==> src/rtl/alu_pkg.sv <==
// Shared definitions for the 16-bit ALU and its command sequencer:
// function codes, flag bit positions, sequencer states and helpers.
package alu_pkg;

   localparam int DATA_W   = 16;
   localparam int FUNSEL_W = 5;
   localparam int FLAGS_W  = 4;

   localparam logic [FUNSEL_W-1:0] ADD16 = 5'b10100;
   localparam logic [FUNSEL_W-1:0] ADC16 = 5'b10101;
   localparam logic [FUNSEL_W-1:0] SUB16 = 5'b10110;
   localparam logic [FUNSEL_W-1:0] CSL16 = 5'b11110;
   localparam logic [FUNSEL_W-1:0] CSR16 = 5'b11111;

   // Positions inside FlagsOut {Z,C,N,O}
   localparam int FLAG_Z = 3;
   localparam int FLAG_C = 2;
   localparam int FLAG_N = 1;
   localparam int FLAG_O = 0;

   typedef enum logic [1:0] {
      IDLE    = 2'd0,
      ISSUE   = 2'd1,
      CAPTURE = 2'd2,
      RESP    = 2'd3
   } state_t;

   // Circular shifts (8- and 16-bit CSL/CSR) share FunSel[3:1] == 3'b111;
   // their result only appears after the ALU's internal register updates.
   function automatic logic is_circular(input logic [FUNSEL_W-1:0] funsel);
      return (funsel & 5'b01110) == 5'b01110;
   endfunction

endpackage

==> src/rtl/alu_command_sequencer.sv <==
// Drives one ALU operation per command handshake and returns the result and
// flags sampled at the edges where the ALU actually presents them.
module alu_command_sequencer
   import alu_pkg::*;
(
   input  logic                Clock,
   input  logic                Reset,
   input  logic                CmdValid,
   output logic                CmdReady,
   input  logic [FUNSEL_W-1:0] CmdFunSel,
   input  logic [DATA_W-1:0]   CmdA,
   input  logic [DATA_W-1:0]   CmdB,
   input  logic                CmdWF,
   output logic [DATA_W-1:0]   AluA,
   output logic [DATA_W-1:0]   AluB,
   output logic [FUNSEL_W-1:0] AluFunSel,
   output logic                AluWF,
   input  logic [DATA_W-1:0]   AluOut,
   input  logic [FLAGS_W-1:0]  AluFlags,
   output logic                RspValid,
   input  logic                RspReady,
   output logic [DATA_W-1:0]   RspData,
   output logic [FLAGS_W-1:0]  RspFlags,
   output logic                Busy,
   output state_t              DbgState
);

   // Handshakes: a transfer happens on a rising edge where valid and ready
   // are both high. CmdReady depends only on state (high in IDLE); RspValid
   // stays high with RspData/RspFlags frozen until RspReady is seen.
   state_t state;

   assign DbgState = state;

   always_ff @(posedge Clock or posedge Reset) begin
      if (Reset) begin
         state     <= IDLE;
         CmdReady  <= 1'b1;
         Busy      <= 1'b0;
         RspValid  <= 1'b0;
         RspData   <= '0;
         RspFlags  <= '0;
         AluA      <= '0;
         AluB      <= '0;
         AluFunSel <= '0;
         AluWF     <= 1'b0;
      end else begin
         case (state)
            IDLE: begin
               if (CmdValid) begin
                  AluFunSel <= CmdFunSel;
                  AluA      <= CmdA;
                  AluB      <= CmdB;
                  AluWF     <= CmdWF;
                  CmdReady  <= 1'b0;
                  Busy      <= 1'b1;
                  state     <= ISSUE;
               end
            end
            ISSUE: begin
               // Sampled before this edge's flag write, so carry-in is the old C.
               AluWF <= 1'b0;
               if (!is_circular(AluFunSel))
                  RspData <= AluOut;
               state <= CAPTURE;
            end
            CAPTURE: begin
               RspFlags <= AluFlags;
               if (is_circular(AluFunSel))
                  RspData <= AluOut;
               RspValid <= 1'b1;
               state    <= RESP;
            end
            RESP: begin
               if (RspReady) begin
                  RspValid <= 1'b0;
                  CmdReady <= 1'b1;
                  Busy     <= 1'b0;
                  state    <= IDLE;
               end
            end
            default: state <= IDLE;
         endcase
      end
   end

endmodule

==> config.mk <==
export PLATFORM = sky130hd
export DESIGN_NAME = alu_command_sequencer
export DESIGN_NICKNAME = d
export VERILOG_FILES = /design/src/rtl/alu_pkg.sv /design/src/rtl/alu_command_sequencer.sv
export SDC_FILE = /design/constraint.sdc
export NUM_CORES = 1
export LEC_CHECK = 0
export CAP_MARGIN = 20
export CORE_MARGIN = 2
export CORE_UTILIZATION = 43
export CTS_CLUSTER_DIAMETER = 150
export DETAILED_ROUTE_END_ITERATION = 6
export PLACE_DENSITY = 0.84
export SETUP_SLACK_MARGIN = 0.15
export SLEW_MARGIN = 15
export SYNTH_ARGS = -nofsm -noshare
export SYNTH_HDL_FRONTEND = slang
export SYNTH_SLANG_ARGS = --single-unit
==> constraint.sdc <==
create_clock -name Clock -period 3.2 [get_ports Clock]
set_input_delay 0.64 -clock Clock [delete_from_list [all_inputs] [get_ports Clock]]
set_output_delay 0.64 -clock Clock [all_outputs]
set_load 0.05 [all_outputs]
# == Word level (Yosys, flattened, before mapping) ==
# Cells that the tools add are included.
# Widths: inputs -> output; s select.
# word_totals
register_bits,63
output_inout_bits,63
# op_classes
eq_ne,8
muxes,15
reduce_logical,11
# ops
op,count
$mux 16,2
$pmux 16 s2,1
$ne 2x2->1 const B,4
$pmux 1 s2,4
$pmux 2 s4,1
$reduce_and 2->1,4
$reduce_bool 2->1,4
$reduce_and 3->1,2
$mux 1,5
$eq 2x2->1 const B,2
$mux 2,2
$eq 3x3->1 const B,1
$eq 2x1->1 const B,1
$logic_not 2->1,1

# == Logic depth before layout (Yosys ltp) ==
# Gate-level depths: netlist of run 1.
# logic_depth
ltp_word,3
mapped_depth,6

# == Least setup slack after synthesis of run 1 ==
# OpenSTA, ideal clock, no wires.
# synth_path
kind,register -> register
from,register state[1] (netlist: DbgState[1])
to,register RspData[0]
setup_ns,0.125
arrival_ns,2.076
required_ns,3.075
path_slack_ns,0.999
stages_incl_launch_ff,7
synth_period_minus_slack_ns,2.201
path_cell_list,dfrtp_1 -> inv_1 -> ha_1 -> and4_1 -> a211oi_4 -> buf_12 -> mux2_4
# synth_via
elab_chain_cells,3
word_cells_on_any_way,7
# synth_rtl
element,line,rtl
from (decl),alu_command_sequencer.sv:31,state_t state;
from (signal assigned),alu_command_sequencer.sv:37,state <= IDLE;
from (signal assigned),alu_command_sequencer.sv:57,state <= ISSUE;
from (signal assigned),alu_command_sequencer.sv:65,state <= CAPTURE;
$eq 2x1->1 or $eq 2x2->1 (tied branches),alu_command_sequencer.sv:48,case (state)
$ne 2x2->1 (no line) or $reduce_bool 2->1 (tied branches),n/a,
$reduce_and 3->1 (no line),n/a,
to (signal assigned),alu_command_sequencer.sv:64,RspData <= AluOut;
to (signal assigned),alu_command_sequencer.sv:70,RspData <= AluOut;
to (decl),alu_command_sequencer.sv:22,"output logic [DATA_W-1:0] RspData,"
# Several ways; a longest one is shown, not always the timed one.
# A chain may end at the register's enable or synchronous reset.

# == Worst setup path in the final report of run 1 ==
# layout_path
from,register CmdReady
to,output port CmdReady
# layout_lines
element,line,rtl
from (decl),alu_command_sequencer.sv:9,"output logic CmdReady,"
from (signal assigned),alu_command_sequencer.sv:38,CmdReady <= 1'b1;
from (signal assigned),alu_command_sequencer.sv:55,CmdReady <= 1'b0;
from (signal assigned),alu_command_sequencer.sv:77,CmdReady <= 1'b1;
# No word-level cell between the ends.

==> results of run 1 <==
[synth_stat cells]
cell type	count
mux2_2	48
nand3_2	1
mux2_4	10
dfstp_2	1
nor2_1	2
nand3_1	1
or2_2	1
nand2_1	2
a221oi_1	1
nor2b_1	3
a21oi_1	4
a211oi_4	1
ha_1	6
o32a_1	1
mux2i_1	2
dfrtp_1	62
o21ai_0	1
a22o_1	2
nand2_2	1
and4_1	1
inv_1	5
buf_2	4
buf_12	1
o22ai_1	1
[flip-flops by register name (all words and copies together), names as in the netlist]
| signal | count |
|---|---|
| AluA | 16 |
| AluB | 16 |
| AluFunSel | 5 |
| AluWF | 1 |
| Busy | 1 |
| CmdReady | 1 |
| DbgState | 2 |
| RspData | 16 |
| RspFlags | 4 |
| RspValid | 1 |
[cell usage in the layout, fill, tap and decap left out, drive strengths merged]
cell type and instances:
a21oi 4, a221oi 1, o21ai 1, o32a 1, clkbuf 14, or2 1
a211oi 1, nand2 3, nor2 2, inv 5, clkinvlp 1, dfstp 1
and4 1, bufinv 1, dfrtp 62, nand3 2, nor2b 3, mux2 58
ha 6, buf 3, clkdlybuf4s50 124, o22ai 1, a22o 2, mux2i 2
[layout make-up]
type,instances,area [um^2],area share (%)
timing repair buffer,127,1276,30.97
multi-input combinational,89,943.4,22.90
clock inverter,2,37.54,0.9110
inverter,5,18.77,0.4555
tap,75,93.84,2.278
clock buffer,14,172.7,4.191
sequential,63,1578,38.29
[per-stage QoR]
stage	utilization (%)	setup WS, ps	instance area [um^2]	hold WS (ps)
2_1_floorplan	-	991.9	2580	626.6
3_3_place_gp	66.83	989.2	3910	463.4
3_5_place_dp	66.83	951.9	3910	481.4
4_1_cts	70.42	883.6	4120	496.6
5_1_grt	70.42	859.5	4120	515.1
6_report	70.42	899.7	4120	488.8
[worst min path at each step]
stage,from,endpoint,cells past startpoint
floorplan,CmdReady,CmdReady,2
global placement,RspValid,RspValid,2
detailed placement,RspValid,RspValid,2
CTS,RspValid,RspValid,2
global route,RspData[8],RspData[8],1
finish,RspValid,RspValid,2
[cell families after synthesis]
kind of cell / Yosys count / synth area share (%)
DFF: 63 / 61.15
muxes: 60 / 27.55
and+or+nand+nor: 12 / 2.716
AOI/OAI and AO/OA: 11 / 3.395
buffers and inverters: 10 / 2.279
adders and majority gates: 6 / 2.910
[layer usage]
layer	wire, um	GRT usage, %	share of wire (%)
met3	414	4.945	7.3
met5	0	0	0
met1	2390	21.36	42
met2	2802	28.93	50
met4	41	5.593	0.73
==> results.md, run 1 <==
* Syn Nets at 230
* Relative slew slack at between 50% and 60%
* DR iter-0 viols at 27
* Yosys reg bits at 63
* Hold-fix buffers, CTS at 0
* Setup TNS at 0 ps
* Layout area overhead at 59.70%
* Reg2Reg Depth at 6
* CP top delay family: buffers and inverters
* CP required at 2560 ps
* GRT Overall Usage at 17.20%
* Layout Nets at roughly 360
* Fill cell count at around 420
* Final ANT Viol Nets at 0
* Vias in the first global route at 1787
* CP bufs+invs at 1
* Element type at the critical path start: flip-flop
* Max Slew Vio Count at 0
* Mapped Cells at approximately 160
* RSZ-0062 raised after global routing: false
* Total clock sinks at 63
* Arr. time, crit path at approximately 1700 ps
* Drt first pass iters at 3
* Antenna violations before repair at 0
* Setup crit start: CmdReady
* Post-CTS Resized at 0
* Reg2reg start: DbgState[1]
* H-tree levels at 3
* Critical path's slowest cell: clkdlybuf4s50_1
* RD Place Congestion at roughly 0.7
* Post-DP HPWL at 4.197 mm
* WP depth at 1
* Die W at between 80 and 90 um
* Drt total wl at around 5.6 mm
* I/O pin total at 125
* Mean Syn Cell Area at roughly 16 um^2
* Initial Util at around 44%
* Inst Count DP at roughly 360
* Synth top area share at between 60% and 70%
* Root buffer selected by CTS: clkbuf_8
* Largest net degree at the start of global routing at 38
* Fmax at between 400 and 500 MHz
* Final setup viols at 0
* Outcome: completed
* Row cnt at 28
* Via density at 4.723
* # DRC at 0
* Final min period at roughly 2300 ps
* Clk_skew at between 6 and 7 ps
* Gr ovfl total at 0
* Via count at roughly 1800
* Number of warnings issued by yosys at 0
* Crit path cell chain: clkdlybuf4s50_1
* Ant diodes at 0
* CTS buffer count at 9
* # port buffers at 124
* Die Y-Extent at 81.46 um
* CTS tree: done
* CP peak stage delay at ~800 ps
* Crit Path Max Fanout at 3
* Final Hold Fails at 0
* Final Cycle Share at 71.88%
* Library cells used by synthesis at 24
* Synth area leader: dfrtp_1
* DIE AREA at 6636 um^2
* Max-Cap Viols at 0
* Core ar. at about 5900 um^2
* CTS max path bufs at 2
* Worst min-delay path class: reg2reg
* Clk slew on worst S/H paths at ~60 ps
* Dominant cells by area after synthesis: dfrtp_1 60%, mux2_2 21%, mux2_4 5.8%
* Post-synthesis sequential area ratio at 61.15%
* R2R Setup Slk at 1280 ps
* Post-CTS Setup Inserts at 0
* Wire per inst at roughly 15 um
* Crit end category: primary output
* Fraction of layout cells with a size suffix above 1 at 27.00%
* Synth Cell Area at about 2600 um^2
* Slew of the pin with the lowest slew margin at around 700 ps
* Non-filler instance count after layout at approximately 380
* Clock latency on the worst-skew pair at approximately 320 ps
* CP Capture Point: CmdReady
* Kind of critical path: reg2out
* Worst r2r dst: RspData[10]
* Global-route wire length before repair at 8.604 mm
Power of run 1 is left out: the tool's default activity adds up to more than one toggle a clock period on the data nets, which glitch-free logic cannot reach.
==> inputs of run 2 (changes only) <==
--- a/config.mk
+++ b/config.mk
@@ -7,10 +7,10 @@
 export LEC_CHECK = 0
 export CAP_MARGIN = 20
 export CORE_MARGIN = 2
-export CORE_UTILIZATION = 43
+export CORE_UTILIZATION = 36
 export CTS_CLUSTER_DIAMETER = 150
 export DETAILED_ROUTE_END_ITERATION = 6
-export PLACE_DENSITY = 0.84
+export PLACE_DENSITY = 0.75
 export SETUP_SLACK_MARGIN = 0.15
 export SLEW_MARGIN = 15
 export SYNTH_ARGS = -nofsm -noshare
==> constraint.sdc (replaced) <==
create_clock -name Clock -period 1.8 [get_ports Clock]
set_input_delay 0.36 -clock Clock [delete_from_list [all_inputs] [get_ports Clock]]
set_output_delay 0.36 -clock Clock [all_outputs]
set_load 0.05 [all_outputs]
==> run 2 against run 1 <==
Worst setup slack lost 810 ps. Sequential cell count is the same. Die area grew 18%. Critical path depth grew 6. Critical path type is now reg2reg. Highest routed layer unchanged.
==> results.md, run 2 (synthesized netlist as in run 1, its figures left out) <==
* Worst min-delay path class: in2async
* Clk slew on worst S/H paths at 70 ps (about the same)
* Total clock sinks at 63 (unchanged)
* Commonest non-fill, non-tap cell in the layout: buf_4
* CP peak stage delay at 430 ps (-370 ps)
* # DRC at 0 (unchanged)
* Post-DP HPWL at 4.219 mm (+0.52%)
* Wire per inst at 15.40 um (+2.2%)
* Final setup viols at 0 (unchanged)
* Slew of the pin with the lowest slew margin at 287.1 ps (-414.2 ps)
* Initial Util at 37.56% (-6.5 points)
* CTS max path bufs at 2 (unchanged)
* Via density at 4.623 (-2.1%)
* Kind of critical path: reg2reg
* H-tree levels at 3 (unchanged)
* Commonest non-fill, non-tap cells in the layout: 72 x buf_4, 61 x clkdlybuf4s50_1, 60 x dfrtp_1
* Clk_skew at 5.910 ps (-0.3551 ps)
* Core ar. at 6869 um^2 (+17%)
* Layout Nets at 378 (+4.1%)
* Critical path's slowest cell: dfrtp_2
* RD Place Congestion at 0.8049 (+12%)
* GRT Overall Usage at 15.42% (-1.8 points)
* CP bufs+invs at 3 (+2)
* CTS buffer count at 9 (unchanged)
* Setup TNS at 0 ps (unchanged)
* Largest regs: AluA (16), AluB (16), RspData (16)
* Layout area overhead at 63.53%
* Global-route wire length before repair at 9.108 mm (+5.9%)
* Final min period at 1710 ps
* Element type at the critical path start: flip-flop
* Max Slew Vio Count at 0 (unchanged)
* I/O pin total at 125 (unchanged)
* Drt total wl at 6.282 mm (+11%)
* DIE AREA at 7860 um^2 (+18%)
* Fraction of layout cells with a size suffix above 1 at 53.21% (+26 points)
* DR iter-0 viols at 36 (+33%)
* Crit end category: flip-flop
* Fmax at 585.0 MHz
* Die Y-Extent at 88.66 um (+8.8%)
* Ant diodes at 0 (unchanged)
* Vias in the first global route at 1892 (+5.9%)
* Final ANT Viol Nets at 0 (unchanged)
* Max-Cap Viols at 0 (unchanged)
* Final instance area at 4219 um^2 (+2.4%)
* Drt first pass iters at 6 (+3)
* Die W at 88.66 um (+8.8%)
* R2R Setup Slk at 90 ps (-1190 ps)
* Setup crit start: DbgState[1]
* CTS tree: done
* Largest net degree at the start of global routing at 55 (+45%)
* Outcome: completed
* Final Cycle Share at between 90% and 100%
* Post-DP Area at 3890 um^2 (-0.51%)
* Arr. time, crit path at 1920 ps (+260 ps)
* Relative slew slack at 80.86% (+28 points)
* Gr ovfl total at 0 (unchanged)
* Antenna violations before repair at 0 (unchanged)
* Reg2reg start: DbgState[1]
* Row cnt at 30 (+7.1%)
* WHS at 315.6 ps (-173.2 ps)
* CP top delay family: buffers and inverters
* Clock latency on the worst-skew pair at 330 ps (about the same)
* Crit Path Max Fanout at 8 (+5)
* Hold-fix buffers, CTS at 0 (unchanged)
* Via count at 1886 (+6.5%)
* RSZ-0062 raised after global routing: true
* Root buffer selected by CTS: clkbuf_8
* CP required at 2010 ps (-550 ps)
* Final Hold Fails at 0 (unchanged)
* Crit path cell chain: buf_4 > ha_4 > nor2_1 > a211oi_4 > buf_6 > buf_12 > mux2_4
* # port buffers at 124 (unchanged)
run 2: cell types whose count changed in the layout (fill, tap and decap cells not counted), sizes merged:
| cell | change |
|---|---|
| bufinv | -1 |
| clkdlybuf4s50 | -63 |
| clkinv | +2 |
| clkbuf | -1 |
| buf | +76 |
| inv | -1 |
run 2: routing by layer:
metal	part of all wire [%]	vias up	global-route usage [%]
met5	0	-	0
met4	0.94	0	6.336
met3	7.8	6	6.157
met2	51	86	25.03
met1	40	927	18.23
li1	-	867	-
run 2: metrics by stage:
stage,util (%),cells,setup slack [ps]
6_report,61.42,408,90.46
5_1_grt,61.42,408,39.96
4_1_cts,60.60,406,123.8
3_5_place_dp,56.63,386,34.09
3_3_place_gp,56.63,386,40.45
2_1_floorplan,-,162,-171.7
run 2: worst register-to-register path: cells and delay by family, from the launching register on:
kind	cells	cell delay [ps]
buffers and inverters	3	440
DFF	1	430
muxes	1	300
and+or+nand+nor	1	200
adders and majority gates	1	150
AOI/OAI and AO/OA	1	70
run 2: worst paths after layout:
| kind | to | cells after the start |
|---|---|---|
| hold reg to reg | RspValid | 2 |
| setup / recovery | RspData[3] | 7 |
| setup reg to reg | RspData[3] | 7 |
| hold / removal | RspData[12] | 2 |
| min in group Clock | RspValid | 2 |
| max in group asynchronous | DbgState[1] | 3 |
run 2: cell type report:
type                            instances  area, um^2
Inverter                                5       22.52
Multi-Input combinational cell         89        1005
Timing Repair Buffer                  142        1340
Clock buffer                           11       141.4
Clock inverter                          2       10.01
Sequential cell                        63        1580
Fill cell                             552        2650
Tap cell                               96       120.1
run 2: repair_timing:
item	4_1_cts	5_1_grt
cloned	1	2
setup endpoints to repair	16	39
setup buffers	6	0
pin swaps	2	0
gates resized for setup	12	2
Power of run 2 is left out for the same reason.
==> RTL edit, RTL diff (settings of run 2) <==
`DATA_W`: 16 -> 18.
--- a/src/rtl/alu_pkg.sv
+++ b/src/rtl/alu_pkg.sv
@@ -2,7 +2,7 @@
 // function codes, flag bit positions, sequencer states and helpers.
 package alu_pkg;
 
-   localparam int DATA_W   = 16;
+   localparam int DATA_W   = 18;
    localparam int FUNSEL_W = 5;
    localparam int FLAGS_W  = 4;
 
Interface: changed (6 resized); port bits go from 125 to 137. No check against the original RTL was run, so the function may have changed too.
==> RTL edit against run 2 <==
  * Core utilization shrank 1.8 points
  * Highest routed layer unchanged
  * Worst setup slack lost 0.018 ns
  * Via count grew 5.0%
  * Routed wire length grew 2.0%
  * Synthesized area grew 8.6%
  * Sequential cell count grew 6
  * Clock skew grew 0.0067 ns
  * Critical endpoint is now RspData[13]
  * Global-route usage is essentially flat
  * Final area grew 8.0%
  * Maximum frequency shrank 1.1%
Power is left out: the tool's default activity adds up to more than one toggle a clock period on the data nets, which glitch-free logic cannot reach.
==> RTL edit: results (changes against run 2) <==
Overall via count from detail_route: 1981 (was 1886)
Placer Congestion: 0.802 (was 0.805)
Vias per cell: 4.54 (was 4.62)
Most frequent cells after synthesis: dfrtp_1, mux2_2, mux2_4 (unchanged)
Floorplan die area: 8500 µm² (was 7860 µm²)
Proportion of layout cells with a drive suffix above 1: 53.3% (was 53.2%)
Maximum fanout along the worst path: 4 (was 8)
DRC marker count from the first detailed-route iteration: 53 (was 36)
Fill cell count: 629 (was 552)
Pin count of the biggest net entering global routing: 42 (was 55)
Run status: completed (unchanged)
Largest registers: AluA x18, AluB x18, RspData x18 (was AluA x16, AluB x16, RspData x16)
Least-Margin Pin Slew: 0.338 ns (was 0.287 ns)
Syn_nets: 249 (was 230)
Instance area at placement: 4210 µm² (was 3890 µm²)
Sequential element share of the synthesized area: 61.7% (was 61.2%)
Post-Synthesis Mean Instance Area: 16.0 µm² (was 15.9 µm²)
Via count of the first global-routing pass: 2118 (was 1892)
# placed instances: 416 (was 386)
First-pass GRT wire length: 10.2 mm (was 9.11 mm)
Detailed placement HPWL: 4.62 mm (was 4.22 mm)
DP Worst Slack: 0.0343 ns (was 0.0341 ns)
Port Buffers: 136 (was 124)
Layout Nets: 403 (was 378)
Family with the most delay on the worst path: flip-flops (was buffers and inverters)
Area contributors post-synth: dfrtp_1, mux2_2, mux2_4 (unchanged)
Overall track demand over capacity in global routing: 15.4% (about the same)
Startpoint of the lowest-slack register-to-register path: DbgState[0] (was DbgState[1])
Worst clock skew: 0.0126 ns (was 0.00591 ns)
Num CTS Buffers: 9 (unchanged)
Sequential cell area in the final layout: 1730 µm² (was 1580 µm²)
Routed wire per std cell: 14.7 µm (was 15.4 µm)
First-pass DRT Iterations: 4 (was 6)
Antenna violations before repair: 0 (unchanged)
Critical path arrival: 1.95 ns (was 1.92 ns)
## RTL edit: cell types whose count changed after synthesis, sizes merged
cell,delta
mux2,+6
clkbuf,+1
dfrtp,+6
## RTL edit: worst reg2reg max path: stages (launching register included)
cell	delay, ns
dfrtp_2	0.44
ha_4	0.17
and4_4	0.19
a211oi_4	0.15
buf_6	0.17
clkbuf_16	0.15
mux2_2	0.33
## RTL edit: repair_timing
item	4_1_cts	5_1_grt
gates cloned	1	1
resized for setup	7	6
pin swaps	2	1
setup endpoints to repair	18	19
buffers inserted	1	1
## RTL edit: metal layers
layer  routed length (µm)  track usage (%)  vias to the layer above
met3                  537             5.09                       12
li1                     -                -                      922
met4                  108             6.97                        0
met1                 2750             18.8                      956
met2                 3010             24.9                       91
met5                    0                0                        -
## RTL edit: cell families (layout without fill, tap and decap cells)
logic type	after synthesis	after routing	synth area share, %
simple gates	12	12	2.50
flops	69	69	61.7
buf+inv	11	170	2.23
fa+ha+maj	6	6	2.68
compound gates	11	11	3.13
mux	66	66	27.8
## RTL edit: layout make-up
type / instances / area share (%)
clock buffer: 11 / 3.32
clock inverter: 5 / 1.81
inverter: 5 / 0.494
multi-input combinational: 95 / 23.4
sequential: 69 / 38.0
tap: 102 / 2.80
timing repair buffer: 149 / 30.2
## RTL edit: worst paths after layout
| check | end | slack, ns | depth (start not counted) |
|---|---|---|---|
| min in group Clock | RspValid | 0.50 | 2 |
| min | AluB[13] | 0.43 | 3 |
| max in group asynchronous | CmdReady | 1.01 | 3 |
| min reg2reg | RspValid | 0.50 | 2 |
| max | RspData[13] | 0.07 | 6 |
| max reg2reg | RspData[13] | 0.07 | 6 |
